===== config.mk =====
export PLATFORM = sky130hd
export DESIGN_NAME = pe_ctx_seq_flat
export DESIGN_NICKNAME = d
export VERILOG_FILES = /design/src/rtl/pe_ctx_seq_pkg.sv /design/src/rtl/pe_ctx_seq_if.sv /design/src/rtl/pe_ctx_mem.sv /design/src/rtl/pe_ctx_seq.sv /design/src/flat_wrapper.sv
export SDC_FILE = /design/constraint.sdc
export NUM_CORES = 1
export LEC_CHECK = 0
export BUFFER_PORTS_ARGS = -buffer_cell sky130_fd_sc_hd__buf_4
export CORE_AREA = 2 2 232 234
export CTS_CLUSTER_SIZE = 8
export DETAILED_ROUTE_END_ITERATION = 8
export DIE_AREA = 0 0 234 236
export PLACE_DENSITY = 0.65
export SLEW_MARGIN = 20
export SYNTH_ARGS = -nofsm -noshare
export SYNTH_HDL_FRONTEND = slang
export SYNTH_SLANG_ARGS = --single-unit
export TNS_END_PERCENT = 1

===== constraint.sdc =====
create_clock -name clk -period 4.25 [get_ports clk]
set_clock_uncertainty 0.05 [all_clocks]
set_input_delay 0.85 -clock clk [delete_from_list [all_inputs] [get_ports clk]]
set_output_delay 0.85 -clock clk [all_outputs]
set_load 0.01 [all_outputs]

===== src/rtl/pe_ctx_seq_pkg.sv =====
// Shared definitions for the PE context sequencer: context word field layout,
// the idle register-file select and the sequencer state encoding.
package pe_ctx_seq_pkg;

    localparam int RF_SEL_LSB = 0;
    localparam int RF_SEL_W   = 4;

    localparam logic [RF_SEL_W-1:0] IDLE_INST_DEFAULT = 4'b0000;

    typedef enum logic [1:0] {
        ST_IDLE = 2'd0,
        ST_RUN  = 2'd1,
        ST_DONE = 2'd2
    } seq_state_t;

endpackage


===== src/rtl/pe_ctx_seq_if.sv =====
// Configuration, control and issue bundle between a PE controller (master)
// and its context sequencer (slave).
interface pe_ctx_seq_if #(
    parameter int CTX_DEPTH = 16,
    parameter int CTX_W     = 32,
    parameter int ITER_W    = 16
);
    import pe_ctx_seq_pkg::*;

    localparam int AW = $clog2(CTX_DEPTH);

    logic                cfg_we;
    logic [AW-1:0]       cfg_addr;
    logic [CTX_W-1:0]    cfg_wdata;
    logic                start;
    logic [AW-1:0]       ctx_last;
    logic [ITER_W-1:0]   iter_num;
    logic                stall;
    logic                abort;
    logic                busy;
    logic                ctx_valid;
    logic [CTX_W-1:0]    ctx_word;
    logic [RF_SEL_W-1:0] reg_file_inst;
    logic [AW-1:0]       ctx_idx;
    logic [ITER_W-1:0]   iter_cnt;
    logic                done;
    logic                cfg_err;

    modport master (
        output cfg_we, cfg_addr, cfg_wdata, start, ctx_last, iter_num, stall, abort,
        input  busy, ctx_valid, ctx_word, reg_file_inst, ctx_idx, iter_cnt, done, cfg_err
    );

    modport slave (
        input  cfg_we, cfg_addr, cfg_wdata, start, ctx_last, iter_num, stall, abort,
        output busy, ctx_valid, ctx_word, reg_file_inst, ctx_idx, iter_cnt, done, cfg_err
    );

endinterface


===== src/rtl/pe_ctx_mem.sv =====
// Context memory: one synchronous write port, one asynchronous read port so the
// sequencer can register the addressed word on the same edge it selects it.
module pe_ctx_mem #(
    parameter int CTX_DEPTH = 16,
    parameter int CTX_W     = 32,
    localparam int AW       = $clog2(CTX_DEPTH)
) (
    input  logic             clk,
    input  logic             we,
    input  logic [AW-1:0]    waddr,
    input  logic [CTX_W-1:0] wdata,
    input  logic [AW-1:0]    raddr,
    output logic [CTX_W-1:0] rdata
);

    logic [CTX_W-1:0] mem [CTX_DEPTH];

    always_ff @(posedge clk) begin
        if (we) begin
            mem[waddr] <= wdata;
        end
    end

    assign rdata = mem[raddr];

endmodule


===== src/rtl/pe_ctx_seq.sv =====
// Per-PE context sequencer: replays context words 0..ctx_last for the latched
// number of iterations, with stall/abort, driving the register-file select.
module pe_ctx_seq
    import pe_ctx_seq_pkg::*;
#(
    parameter int                  CTX_DEPTH = 16,
    parameter int                  CTX_W     = 32,
    parameter int                  ITER_W    = 16,
    parameter logic [RF_SEL_W-1:0] IDLE_INST = IDLE_INST_DEFAULT
) (
    input logic        clk,
    input logic        rst,
    pe_ctx_seq_if.slave bus
);

    localparam int AW = $clog2(CTX_DEPTH);

    seq_state_t          state_reg, state_next;
    logic [AW-1:0]       idx_reg, idx_next;
    logic [AW-1:0]       last_reg, last_next;
    logic [ITER_W-1:0]   iter_reg, iter_next;
    logic [ITER_W-1:0]   iter_last_reg, iter_last_next;
    logic                valid_reg, valid_next;
    logic                busy_reg;
    logic                done_reg, done_next;
    logic                cfg_err_reg, cfg_err_next;
    logic [CTX_W-1:0]    word_reg, word_next;
    logic [RF_SEL_W-1:0] inst_reg, inst_next;
    logic [CTX_W-1:0]    rd_data, issue_word;
    logic                mem_we, more_ctx, more_iter;

    assign mem_we    = bus.cfg_we && (state_reg == ST_IDLE);
    assign more_ctx  = idx_reg < last_reg;
    assign more_iter = iter_reg < iter_last_reg;

    pe_ctx_mem #(
        .CTX_DEPTH (CTX_DEPTH),
        .CTX_W     (CTX_W)
    ) u_mem (
        .clk   (clk),
        .we    (mem_we),
        .waddr (bus.cfg_addr),
        .wdata (bus.cfg_wdata),
        .raddr (idx_next),
        .rdata (rd_data)
    );

    // A write landing on the same edge as the issue must be seen by that issue.
    assign issue_word = (mem_we && (bus.cfg_addr == idx_next)) ? bus.cfg_wdata : rd_data;
    assign word_next  = valid_next ? issue_word : word_reg;
    assign inst_next  = valid_next ? issue_word[RF_SEL_LSB +: RF_SEL_W] : IDLE_INST;

    always_ff @(posedge clk) begin
        if (!rst) begin
            state_reg <= ST_IDLE;
        end else begin
            state_reg <= state_next;
        end
    end

    always_comb begin
        state_next = state_reg;
        case (state_reg)
            ST_IDLE: begin
                if (bus.start) begin
                    state_next = ST_RUN;
                end
            end
            ST_RUN: begin
                if (bus.abort) begin
                    state_next = ST_IDLE;
                end else if (!bus.stall && !more_ctx && !more_iter) begin
                    state_next = ST_DONE;
                end
            end
            ST_DONE: state_next = ST_IDLE;
            default: state_next = ST_IDLE;
        endcase
    end

    always_comb begin
        idx_next       = idx_reg;
        iter_next      = iter_reg;
        last_next      = last_reg;
        iter_last_next = iter_last_reg;
        valid_next     = 1'b0;
        cfg_err_next   = bus.cfg_we && (state_reg != ST_IDLE);
        done_next      = (state_reg == ST_RUN) && (state_next == ST_DONE);
        case (state_reg)
            ST_IDLE: begin
                if (bus.start) begin
                    last_next      = bus.ctx_last;
                    // Zero iterations behaves as one; store the last 0-based iteration.
                    iter_last_next = (bus.iter_num == '0) ? '0 : bus.iter_num - 1'b1;
                    idx_next       = '0;
                    iter_next      = '0;
                    valid_next     = 1'b1;
                end
            end
            ST_RUN: begin
                if (!bus.abort && !bus.stall) begin
                    if (more_ctx) begin
                        idx_next   = idx_reg + 1'b1;
                        valid_next = 1'b1;
                    end else if (more_iter) begin
                        idx_next   = '0;
                        iter_next  = iter_reg + 1'b1;
                        valid_next = 1'b1;
                    end
                end
            end
            default: ;
        endcase
    end

    always_ff @(posedge clk) begin
        if (!rst) begin
            idx_reg       <= '0;
            iter_reg      <= '0;
            last_reg      <= '0;
            iter_last_reg <= '0;
            valid_reg     <= 1'b0;
            busy_reg      <= 1'b0;
            done_reg      <= 1'b0;
            cfg_err_reg   <= 1'b0;
            word_reg      <= '0;
            inst_reg      <= IDLE_INST;
        end else begin
            idx_reg       <= idx_next;
            iter_reg      <= iter_next;
            last_reg      <= last_next;
            iter_last_reg <= iter_last_next;
            valid_reg     <= valid_next;
            busy_reg      <= (state_next == ST_RUN);
            done_reg      <= done_next;
            cfg_err_reg   <= cfg_err_next;
            word_reg      <= word_next;
            inst_reg      <= inst_next;
        end
    end

    assign bus.busy          = busy_reg;
    assign bus.ctx_valid     = valid_reg;
    assign bus.ctx_word      = word_reg;
    assign bus.reg_file_inst = inst_reg;
    assign bus.ctx_idx       = idx_reg;
    assign bus.iter_cnt      = iter_reg;
    assign bus.done          = done_reg;
    assign bus.cfg_err       = cfg_err_reg;

endmodule


===== src/flat_wrapper.sv =====
// flat-port wrapper written by rule: the top's interface ports become plain ports
module pe_ctx_seq_flat import pe_ctx_seq_pkg::*;
#(
    parameter int                  CTX_DEPTH = 16,
    parameter int                  CTX_W     = 32,
    parameter int                  ITER_W    = 16,
    parameter logic [RF_SEL_W-1:0] IDLE_INST = IDLE_INST_DEFAULT
)
  (clk, rst, bus_cfg_we, bus_cfg_addr, bus_cfg_wdata, bus_start, bus_ctx_last, bus_iter_num, bus_stall, bus_abort, bus_busy, bus_ctx_valid, bus_ctx_word, bus_reg_file_inst, bus_ctx_idx, bus_iter_cnt, bus_done, bus_cfg_err);
  pe_ctx_seq_if #(.CTX_DEPTH(CTX_DEPTH), .CTX_W(CTX_W), .ITER_W(ITER_W)) bus_i ();
  input logic clk;
  input logic rst;
  input wire logic [$bits(bus_i.cfg_we)-1:0] bus_cfg_we;
  input wire logic [$bits(bus_i.cfg_addr)-1:0] bus_cfg_addr;
  input wire logic [$bits(bus_i.cfg_wdata)-1:0] bus_cfg_wdata;
  input wire logic [$bits(bus_i.start)-1:0] bus_start;
  input wire logic [$bits(bus_i.ctx_last)-1:0] bus_ctx_last;
  input wire logic [$bits(bus_i.iter_num)-1:0] bus_iter_num;
  input wire logic [$bits(bus_i.stall)-1:0] bus_stall;
  input wire logic [$bits(bus_i.abort)-1:0] bus_abort;
  output wire logic [$bits(bus_i.busy)-1:0] bus_busy;
  output wire logic [$bits(bus_i.ctx_valid)-1:0] bus_ctx_valid;
  output wire logic [$bits(bus_i.ctx_word)-1:0] bus_ctx_word;
  output wire logic [$bits(bus_i.reg_file_inst)-1:0] bus_reg_file_inst;
  output wire logic [$bits(bus_i.ctx_idx)-1:0] bus_ctx_idx;
  output wire logic [$bits(bus_i.iter_cnt)-1:0] bus_iter_cnt;
  output wire logic [$bits(bus_i.done)-1:0] bus_done;
  output wire logic [$bits(bus_i.cfg_err)-1:0] bus_cfg_err;
  assign bus_i.cfg_we = bus_cfg_we;
  assign bus_i.cfg_addr = bus_cfg_addr;
  assign bus_i.cfg_wdata = bus_cfg_wdata;
  assign bus_i.start = bus_start;
  assign bus_i.ctx_last = bus_ctx_last;
  assign bus_i.iter_num = bus_iter_num;
  assign bus_i.stall = bus_stall;
  assign bus_i.abort = bus_abort;
  assign bus_busy = bus_i.busy;
  assign bus_ctx_valid = bus_i.ctx_valid;
  assign bus_ctx_word = bus_i.ctx_word;
  assign bus_reg_file_inst = bus_i.reg_file_inst;
  assign bus_ctx_idx = bus_i.ctx_idx;
  assign bus_iter_cnt = bus_i.iter_cnt;
  assign bus_done = bus_i.done;
  assign bus_cfg_err = bus_i.cfg_err;
  pe_ctx_seq #(.CTX_DEPTH(CTX_DEPTH), .CTX_W(CTX_W), .ITER_W(ITER_W), .IDLE_INST(IDLE_INST)) u_core (.clk(clk), .rst(rst), .bus(bus_i));
endmodule

==> results.md, run 1 <==
| Step | Quantity | Reported |
| --- | --- | --- |
| sta | Pins over their slew limit | 0 |
| routing | WL per Instance | 23.04 um |
| sta | Final-layout setup total negative slack | 0 ns |
| worst setup path | Crit path max fanout | 18 |
| routing | Detailed Route Iter0 Violations | 1734 |
| cells and area | Design Area, Final | 28110 sq um |
| yosys | Flip-flop and latch count after synthesis | 594 |
| worst setup path | Arrival time of the worst setup path | 4.56 ns |
| worst hold path | Number of cells traversed by the worst hold path | 2 |
| cells and area | Max FFs per register | 512 |
| clocking | Number of CTS-inserted buffers | 84 |
| global routing | Largest net degree at the start of global routing | 85 |
| sta | Share of the clock period used by the worst path after layout | 0.9526 |
| outcome | Status | finished clean |
| power and ir drop | Combinational share of power | 0.036 |
| clocking | Sinks on the clock net | 594 |
| routing | Vias | 15.47k |
| die | Number of top-level pins | 122 |
| worst setup path | Kind of start point of the critical path | register |
| cells and area | Fill cells | 4333 |
| sta | Total setup violations reported at the end of the flow | 0 |
| place | HPWL after DPL | 34810 um |
| power and ir drop | Part of the total power dissipated in sequential elements | 0.495 |
| yosys | Post-Syn Nets | 1809 |
| global routing | Via count of the first global-routing pass | 15.05k |
| die | Die Footprint | 55220 sq um |
| worst setup path | Reg-to-reg critical path startpoint | u_core.bus.iter_cnt[15] |
| global routing | Wire length of the first global-routing pass | 91730 um |
| worst setup path | Reg2reg path depth | 14 |
| die | Standard-cell row count | 85 |
| job | Max Cap Viol | 0 |
| power and ir drop | Max IR drop VDD | 0.0003708 V |
| routing | # DRC | 0 |
| power and ir drop | Fraction of power spent switching nets | 0.2081 |
| sta | Worst path setup slack after routing | 0.2013 ns |
| global routing | Residual overflow from global routing | 0 |
| cells and area | Commonest non-fill, non-tap cell in the layout | edfxtp_1 |
| cells and area | Post-layout utilization of the core | 0.5296 |
| worst setup path | Required @ worst endpoint | 4.76 ns |
| clocking | Clock tree from TritonCTS | done |
| die | Vertical extent of the die | 236 um |
| global routing | Most heavily used metal layer in global routing | met2 |
| power and ir drop | Total net switching power | 2721 uW |
| yosys | Number of enable flip-flop cells after synthesis | 512 |
| power and ir drop | Clock power frac | 0.469 |
| global routing | GRT met3 Usage | 0.04014 |
| sta | Setup repair after global routing missed its margin | no |
| routing | ANT nets after route | 0 |
| yosys | Synth warn | 0 |
| sta | Hold Vio Cnt, Final | 0 |
| clocking | H-Tree Depth | 3 |
| die | Width of the die | 234 um |
| clocking | Latest clock arrival within the worst-skew pair | 0.61 ns |
| yosys | Count of different cell masters after synthesis | 56 |
| sta | Tightest slew margin relative to the limit | 0.2528 |
| yosys | Async SR Flop Fraction | 0 |
| die | Initial core utilization | 0.4427 |
| yosys | Post-Synthesis Cells | 1726 |
| worst setup path | Category of the worst setup path capture point | register |
| place | Gpl congestion | 0.8286 |
| yosys | Top cells by area, synth | edfxtp_1 (65%), dfxtp_1 (7.0%), nand2_1 (5.3%) |
| power and ir drop | P_leak | 0.009960 uW |
| cells and area | Proportion of layout cells with a drive suffix above 1 | 0.1695 |
| die | Core Footprint | 53070 sq um |
| yosys | Top-area cell type share of the netlist area | 0.6544 |
| yosys | Main synth FF type | edfxtp_1 |
| clocking | Max clock buf depth | 3 |
| global routing | Grt met1 use | 0.3186 |
| cells and area | Most frequent cells in the layout | edfxtp_1 (512), nand2_1 (333), buf_4 (177), a21oi_1 (87), clkbuf_16 (87) |
| yosys | Part of the Yosys area used for sequential elements | 0.7243 |
| place | Post-Place Cell Area | 25650 sq um |
| cells and area | Final layout net count | 1992 |
| place | Port buffer count | 121 |
| yosys | Average footprint of a synthesized cell | 13.61 sq um |
| worst hold path | Worst hold path type | in -> reg |
| sta | Clock period minus final worst setup slack | 4.049 ns |
| worst setup path | Crit Path Class | reg -> reg |
| clocking | Library cell used as clock root buffer | clkbuf_16 |
| yosys | Cell area after synthesis | 23490 sq um |
| routing | Detailed-routing iteration count for the pre-antenna-repair pass | 6 |
| sta | Fmax | 247.0 MHz |
| routing | Total Routed Length | 61470 um |
| yosys | Cell taking the most area after synthesis | edfxtp_1 |
| clocking | Post-CTS clock slew at the launch and capture registers of the worst setup and hold paths | 0.05 ns |
| place | Placement Setup Slack | 0.06532 ns |
| routing | Vias per cell | 5.799 |
| global routing | Total routing resource utilization after global routing | 0.2215 |
| cells and area | Synth-to-Final Area Change | 19.64% |
| cells and area | Register with the most flip-flops | u_core.u_mem.mem |
| worst hold path | HP Start | bus_iter_num[0] |
| power and ir drop | Cell-internal power | 10350 uW |
| worst setup path | Startpoint of the worst setup timing path | u_core.bus.iter_cnt[15] |
| power and ir drop | Power Density | 465.2 nW/um^2 |
| sta | Slew at the pin closest to its max-slew limit | 1.118 ns |
| global routing | Number of antenna violations at the first check in global routing | 2 |
| global routing | Met2 usage in global routing | 0.3396 |
[timing repair]
item | in CTS | in global routing
endpoints found under the setup margin | 0 | 1
hold buffers | 0 | 0
gates resized for setup | 0 | 1
setup buffers | 0 | 0
[power groups by stage]
stage          sequential, uW  combinational, uW  clock, uW
6_report                 6480                467       6130
5_1_grt                  6470                507       6490
4_1_cts                  6470                466       6210
3_5_place_dp             6580                464          0
3_3_place_gp             6580                449          0
2_1_floorplan            6580                182          0
[logic make-up (layout without fill, tap and decap cells)]
kind of cell | count (synthesis) | in the layout | share of synthesized area
compound gates | 327 | 327 | 0.09224
xor+xnor | 31 | 31 | 0.01156
fa+ha+maj | 21 | 21 | 0.01118
buf+inv | 117 | 362 | 0.02162
flops | 594 | 594 | 0.7243
mux | 82 | 82 | 0.03606
other cells | 0 | 1 | 0
simple gates | 554 | 554 | 0.1031
[Yosys cell counts (all sizes together), types with 28 or more instances]
library cell,n
edfxtp,512
nand2,335
a21oi,88
dfxtp,82
nand3,72
mux2i,61
nor2,55
clkbuf,54
o22ai,47
o21ai,40
buf,38
a22oi,37
and3,28
[path summary, 6_finish.rpt]
| path | to | slack, ns |
|---|---|---|
| max | u_core.bus.ctx_word[3] | 0.20 |
| min | u_core.iter_last_reg[0] | 0.41 |
| max reg2reg | u_core.bus.ctx_word[3] | 0.20 |
| min reg2reg | u_core.last_reg[3] | 0.42 |
[worst max-delay path, cell delays in order (launching register included)]
cell      delay, ns
dfxtp_1        0.34
ha_1           0.33
nand4_1        0.17
or3_1          0.41
a2111o_1       0.46
nand3_1        0.14
buf_4          0.17
a22o_2         0.18
buf_4          0.26
nand3_1        0.53
buf_4          0.35
a21oi_1        0.13
a211oi_1       0.06
a31oi_1        0.28
a21o_1         0.12
[routing by layer]
layer	part of all wire	vias to the layer above
li1	-	6895
met1	0.43	7720
met2	0.46	730
met3	0.090	123
met4	0.025	4
met5	0.00044	-
[cell type report]
| cell class | count | area, sq um | share of cell area |
|---|---|---|---|
| diodes | 1 | 2.502 | 0.00008903 |
| clock buffers | 142 | 2372 | 0.08440 |
| clock inverters | 6 | 56.30 | 0.002003 |
| inverters | 25 | 93.84 | 0.003339 |
| multi-input cells | 1015 | 6130 | 0.2181 |
| flip-flops and latches | 594 | 17020 | 0.6054 |
| well taps | 696 | 870.8 | 0.03098 |
| repair buffers | 189 | 1565 | 0.05569 |
[per-stage QoR]
step | std cells | hold slack [ns] | power, uW
after global routing | 2667 | 0.3967 | 13470
after global placement | 2518 | 0.4022 | 7031
after CTS | 2666 | 0.3827 | 13150
after floorplan | 1726 | 0.3934 | 6766
final | 2668 | 0.4121 | 13070
after detailed placement | 2518 | 0.4153 | 7048
(Power assumes the default switching activity.)
==> inputs of run 2 (changes only) <==
--- a/config.mk
+++ b/config.mk
@@ -10,7 +10,8 @@
 export CTS_CLUSTER_SIZE = 8
 export DETAILED_ROUTE_END_ITERATION = 8
 export DIE_AREA = 0 0 234 236
-export PLACE_DENSITY = 0.65
+export HOLD_SLACK_MARGIN = 0.1
+export PLACE_DENSITY = 0.61
 export SLEW_MARGIN = 20
 export SYNTH_ARGS = -nofsm -noshare
 export SYNTH_HDL_FRONTEND = slang
==> run 2 against run 1 <==
Compared with the run above: largest power group unchanged; first-iteration DRC count shrank 2.0%; sequential share of layout area is essentially flat; final cell count fell by 0.11%; critical path type unchanged; count of clock-buffer cells in the layout rose by 2; hold slack got worse by 0.010 ns.
==> results.md, run 2 (synthesized netlist as in run 1, its figures left out) <==
| Step | Quantity | Reported | Delta |
| --- | --- | --- | --- |
| worst setup path | Required @ worst endpoint | 4.70 ns | was 4.76 ns |
| sta | Clock period minus final worst setup slack | 3.968 ns | was 4.049 ns |
| worst setup path | Arrival time of the worst setup path | 4.41 ns | was 4.56 ns |
| cells and area | Final layout net count | 1989 | was 1992 |
| worst setup path | Crit path max fanout | 52 | was 18 |
| power and ir drop | P_leak | 0.009940 uW | was 0.009960 uW |
| place | Placement Setup Slack | 0.2647 ns | was 0.06532 ns |
| routing | Detailed Route Iter0 Violations | 1700 | was 1734 |
| sta | Worst path setup slack after routing | 0.2822 ns | was 0.2013 ns |
| cells and area | Antenna Diode Count | 0 | was 1 |
| clocking | Post CTS Setup Buffer Count | 0 | unchanged |
| clocking | CTS Hold Bufs | 0 | unchanged |
| die | Standard-cell row count | 85 | unchanged |
| clocking | Library cell used as clock root buffer | clkbuf_16 | unchanged |
| global routing | Largest net degree at the start of global routing | 66 | was 85 |
| sta | Pins over their slew limit | 0 | unchanged |
| die | Initial core utilization | 0.4427 | unchanged |
| clocking | Clock tree from TritonCTS | done | unchanged |
| global routing | Via count of the first global-routing pass | 14.96k | was 15.05k |
| sta | Share of the clock period used by the worst path after layout | 0.9336 | was 0.9526 |
| worst hold path | HP Start | u_core.bus.ctx_word[3] | was bus_iter_num[0] |
| routing | Vias per cell | 5.699 | was 5.799 |
| worst setup path | Dominant delay contributor by cell family on the critical path | compound AO/OA/AOI/OAI gates | was simple AND/OR/NAND/NOR gates |
| cells and area | Register with the most flip-flops | u_core.u_mem.mem | unchanged |
| worst setup path | Reg-to-reg critical path startpoint | u_core.bus.iter_cnt[13] | was u_core.bus.iter_cnt[15] |
| sta | Total setup violations reported at the end of the flow | 0 | unchanged |
| cells and area | Most frequent cells in the layout | edfxtp_1 (512), nand2_1 (333), buf_4 (173), a21oi_1 (87), clkbuf_16 (87) | was edfxtp_1 (512), nand2_1 (333), buf_4 (177), a21oi_1 (87), clkbuf_16 (87) |
| worst setup path | Category of the worst setup path capture point | register | unchanged |
| routing | Topmost layer with routed signal wires | met4 | was met5 |
| power and ir drop | Max IR drop VDD | 0.0002765 V | was 0.0003708 V |
| routing | ANT nets after route | 0 | unchanged |
| clocking | Post-CTS clock slew at the launch and capture registers of the worst setup and hold paths | 0.05 ns | about the same |
| power and ir drop | PnR Total Power | 13060 uW | was 13070 uW |
| global routing | Wire length of the first global-routing pass | 92090 um | was 91730 um |
| worst setup path | Setup slack of the most critical reg-to-reg path | 0.28 ns | was 0.20 ns |
| worst setup path | Critical Path, Cell by Cell | ha_1 -> nand4_1 -> or3_1 -> a2111o_1 -> a311o_1 -> a21oi_4 -> buf_12 -> buf_12 -> nand2_1 -> a32oi_1 -> o2111ai_1 -> o31ai_1 | was ha_1 -> nand4_1 -> or3_1 -> a2111o_1 -> nand3_1 -> buf_4 -> a22o_2 -> buf_4 -> nand3_1 -> buf_4 -> a21oi_1 -> a211oi_1 -> a31oi_1 -> a21o_1 |
| clocking | H-Tree Depth | 3 | unchanged |
| die | Vertical extent of the die | 236 um | unchanged |
| routing | Total met2 wirelength after detailed routing | 29570 um | was 28190 um |
| die | Number of top-level pins | 122 | unchanged |
| worst setup path | Count of buffer and inverter cells on the critical path | 2 | was 3 |
| worst setup path | Reg2reg path depth | 12 | was 14 |
| place | Gpl congestion | 0.8236 | was 0.8286 |
| clocking | Sinks on the clock net | 594 | unchanged |
| worst setup path | Cell with the largest stage delay on the worst path | a2111o_1 | was nand3_1 |
| place | Post-Place Cell Area | 25660 sq um | was 25650 sq um |
| place | HPWL after DPL | 34120 um | was 34810 um |
| sta | Hold Vio Cnt, Final | 0 | unchanged |
| die | Die Footprint | 55220 sq um | unchanged |
| cells and area | Max FFs per register | 512 | unchanged |
| routing | Vias | 15.19k | was 15.47k |
| routing | WL per Instance | 23.31 um | was 23.04 um |
| cells and area | Proportion of layout cells with a drive suffix above 1 | 0.1671 | was 0.1695 |
| clocking | Latest clock arrival within the worst-skew pair | 0.60 ns | was 0.61 ns |
| routing | Total routed wire length on the met1 layer | 26370 um | was 26180 um |
| power and ir drop | Power Density | 464.6 nW/um^2 | was 465.2 nW/um^2 |
| worst setup path | Worst path max stage delay | 0.45 ns | was 0.53 ns |
| sta | Slew at the pin closest to its max-slew limit | 0.8220 ns | was 1.118 ns |
| sta | Fmax | 252.0 MHz | was 247.0 MHz |
| routing | Detailed-routing iteration count for the pre-antenna-repair pass | 5 | was 6 |
| die | Core Footprint | 53070 sq um | unchanged |
| routing | Met3 wire len | 4378 um | was 5550 um |
| global routing | Total routing resource utilization after global routing | 0.2240 | was 0.2215 |
| cells and area | Design Area, Final | 28110 sq um | about the same |
| clocking | Max clock buf depth | 3 | unchanged |
| sta | Tightest slew margin relative to the limit | 0.4507 | was 0.2528 |
| worst hold path | Number of cells traversed by the worst hold path | 1 | was 2 |
| cells and area | Synth-to-Final Area Change | 19.63% | was 19.64% |
| worst setup path | Kind of start point of the critical path | register | unchanged |
| worst setup path | Crit Path Class | reg -> reg | unchanged |
| sta | Setup repair after global routing missed its margin | no | unchanged |
| job | Max Cap Viol | 0 | unchanged |
| global routing | Number of antenna violations at the first check in global routing | 0 | was 2 |
| worst hold path | Worst hold path type | reg -> reg | was in -> reg |
| clocking | Post-CTS Resized | 0 | unchanged |
| place | Port buffer count | 121 | unchanged |
| global routing | Residual overflow from global routing | 0 | unchanged |
| clocking | Number of CTS-inserted buffers | 84 | unchanged |
| cells and area | Commonest non-fill, non-tap cell in the layout | edfxtp_1 | unchanged |
| routing | # DRC | 0 | unchanged |
| die | Width of the die | 234 um | unchanged |
| sta | Final-layout setup total negative slack | 0 ns | unchanged |
| worst hold path | End point of the worst hold path | u_core.bus.ctx_word[3] | was u_core.iter_last_reg[0] |
| outcome | Status | finished clean | unchanged |
| worst setup path | Most Frequent Cell on Critical Path | buf_12 | was buf_4 |
| routing | Total Routed Length | 62130 um | was 61470 um |
| worst setup path | Reg2Reg Capture Point | u_core.bus.ctx_word[12] | was u_core.bus.ctx_word[3] |
[run 2: changes by cell type in the layout (fill, tap and decap cells not counted), moves of 2 or more]
cell	previous run	this run
buf_12	10	13
buf_4	177	173
clkbuf_1	55	57
inv_6	4	2
[run 2: how the worst max path moves through the flow]
| stage | slack [ns] | start | cells after the start | endpoint |
|---|---|---|---|---|
| global placement | 0.26 | bus_stall | 13 | u_core.bus.ctx_word[0] |
| detailed placement | 0.26 | bus_stall | 13 | u_core.bus.ctx_word[0] |
| CTS | 0.29 | u_core.bus.iter_cnt[13] | 12 | u_core.bus.ctx_word[17] |
| global route | 0.03 | u_core.iter_last_reg[15] | 13 | u_core.bus.ctx_word[12] |
| finish | 0.28 | u_core.bus.iter_cnt[13] | 12 | u_core.bus.ctx_word[12] |
| floorplan | 0.23 | bus_cfg_we | 3 | u_core.u_mem.mem[0][0] |
[run 2: metrics by stage]
step	utilization	hold slack [ns]	cells
floorplan	-	0.3934	1726
global placement	0.4835	0.3885	2516
detailed placement	0.4835	0.3926	2516
CTS	0.5296	0.3837	2665
global route	0.5296	0.4088	2665
finish	0.5296	0.4020	2665
[run 2: final cells by class]
class                      instances  area (sq um)
clock buffer                     144          2391
clock inverter                     5         57.56
fill                            4350         24960
inverter                          25         93.84
multi-input combinational       1015          6117
sequential                       594         17020
tap                              696         870.8
timing repair buffer             186          1559
[run 2: report_power, final]
| part | total, uW | leakage [uW] | switching (uW) | internal (uW) |
|---|---|---|---|---|
| combinational | 463 | 0.00349 | 306 | 157 |
| clock | 6120 | 0.00116 | 2340 | 3790 |
| sequential | 6470 | 0.00529 | 37.5 | 6430 |
| total | 13100 | 0.00994 | 2680 | 10400 |
[run 2: metal layers]
layer	global-route usage	vias to the layer above
met4	0.08784	0
met2	0.3550	593
met3	0.03337	108
met1	0.3115	7591
li1	-	6895
met5	0	-
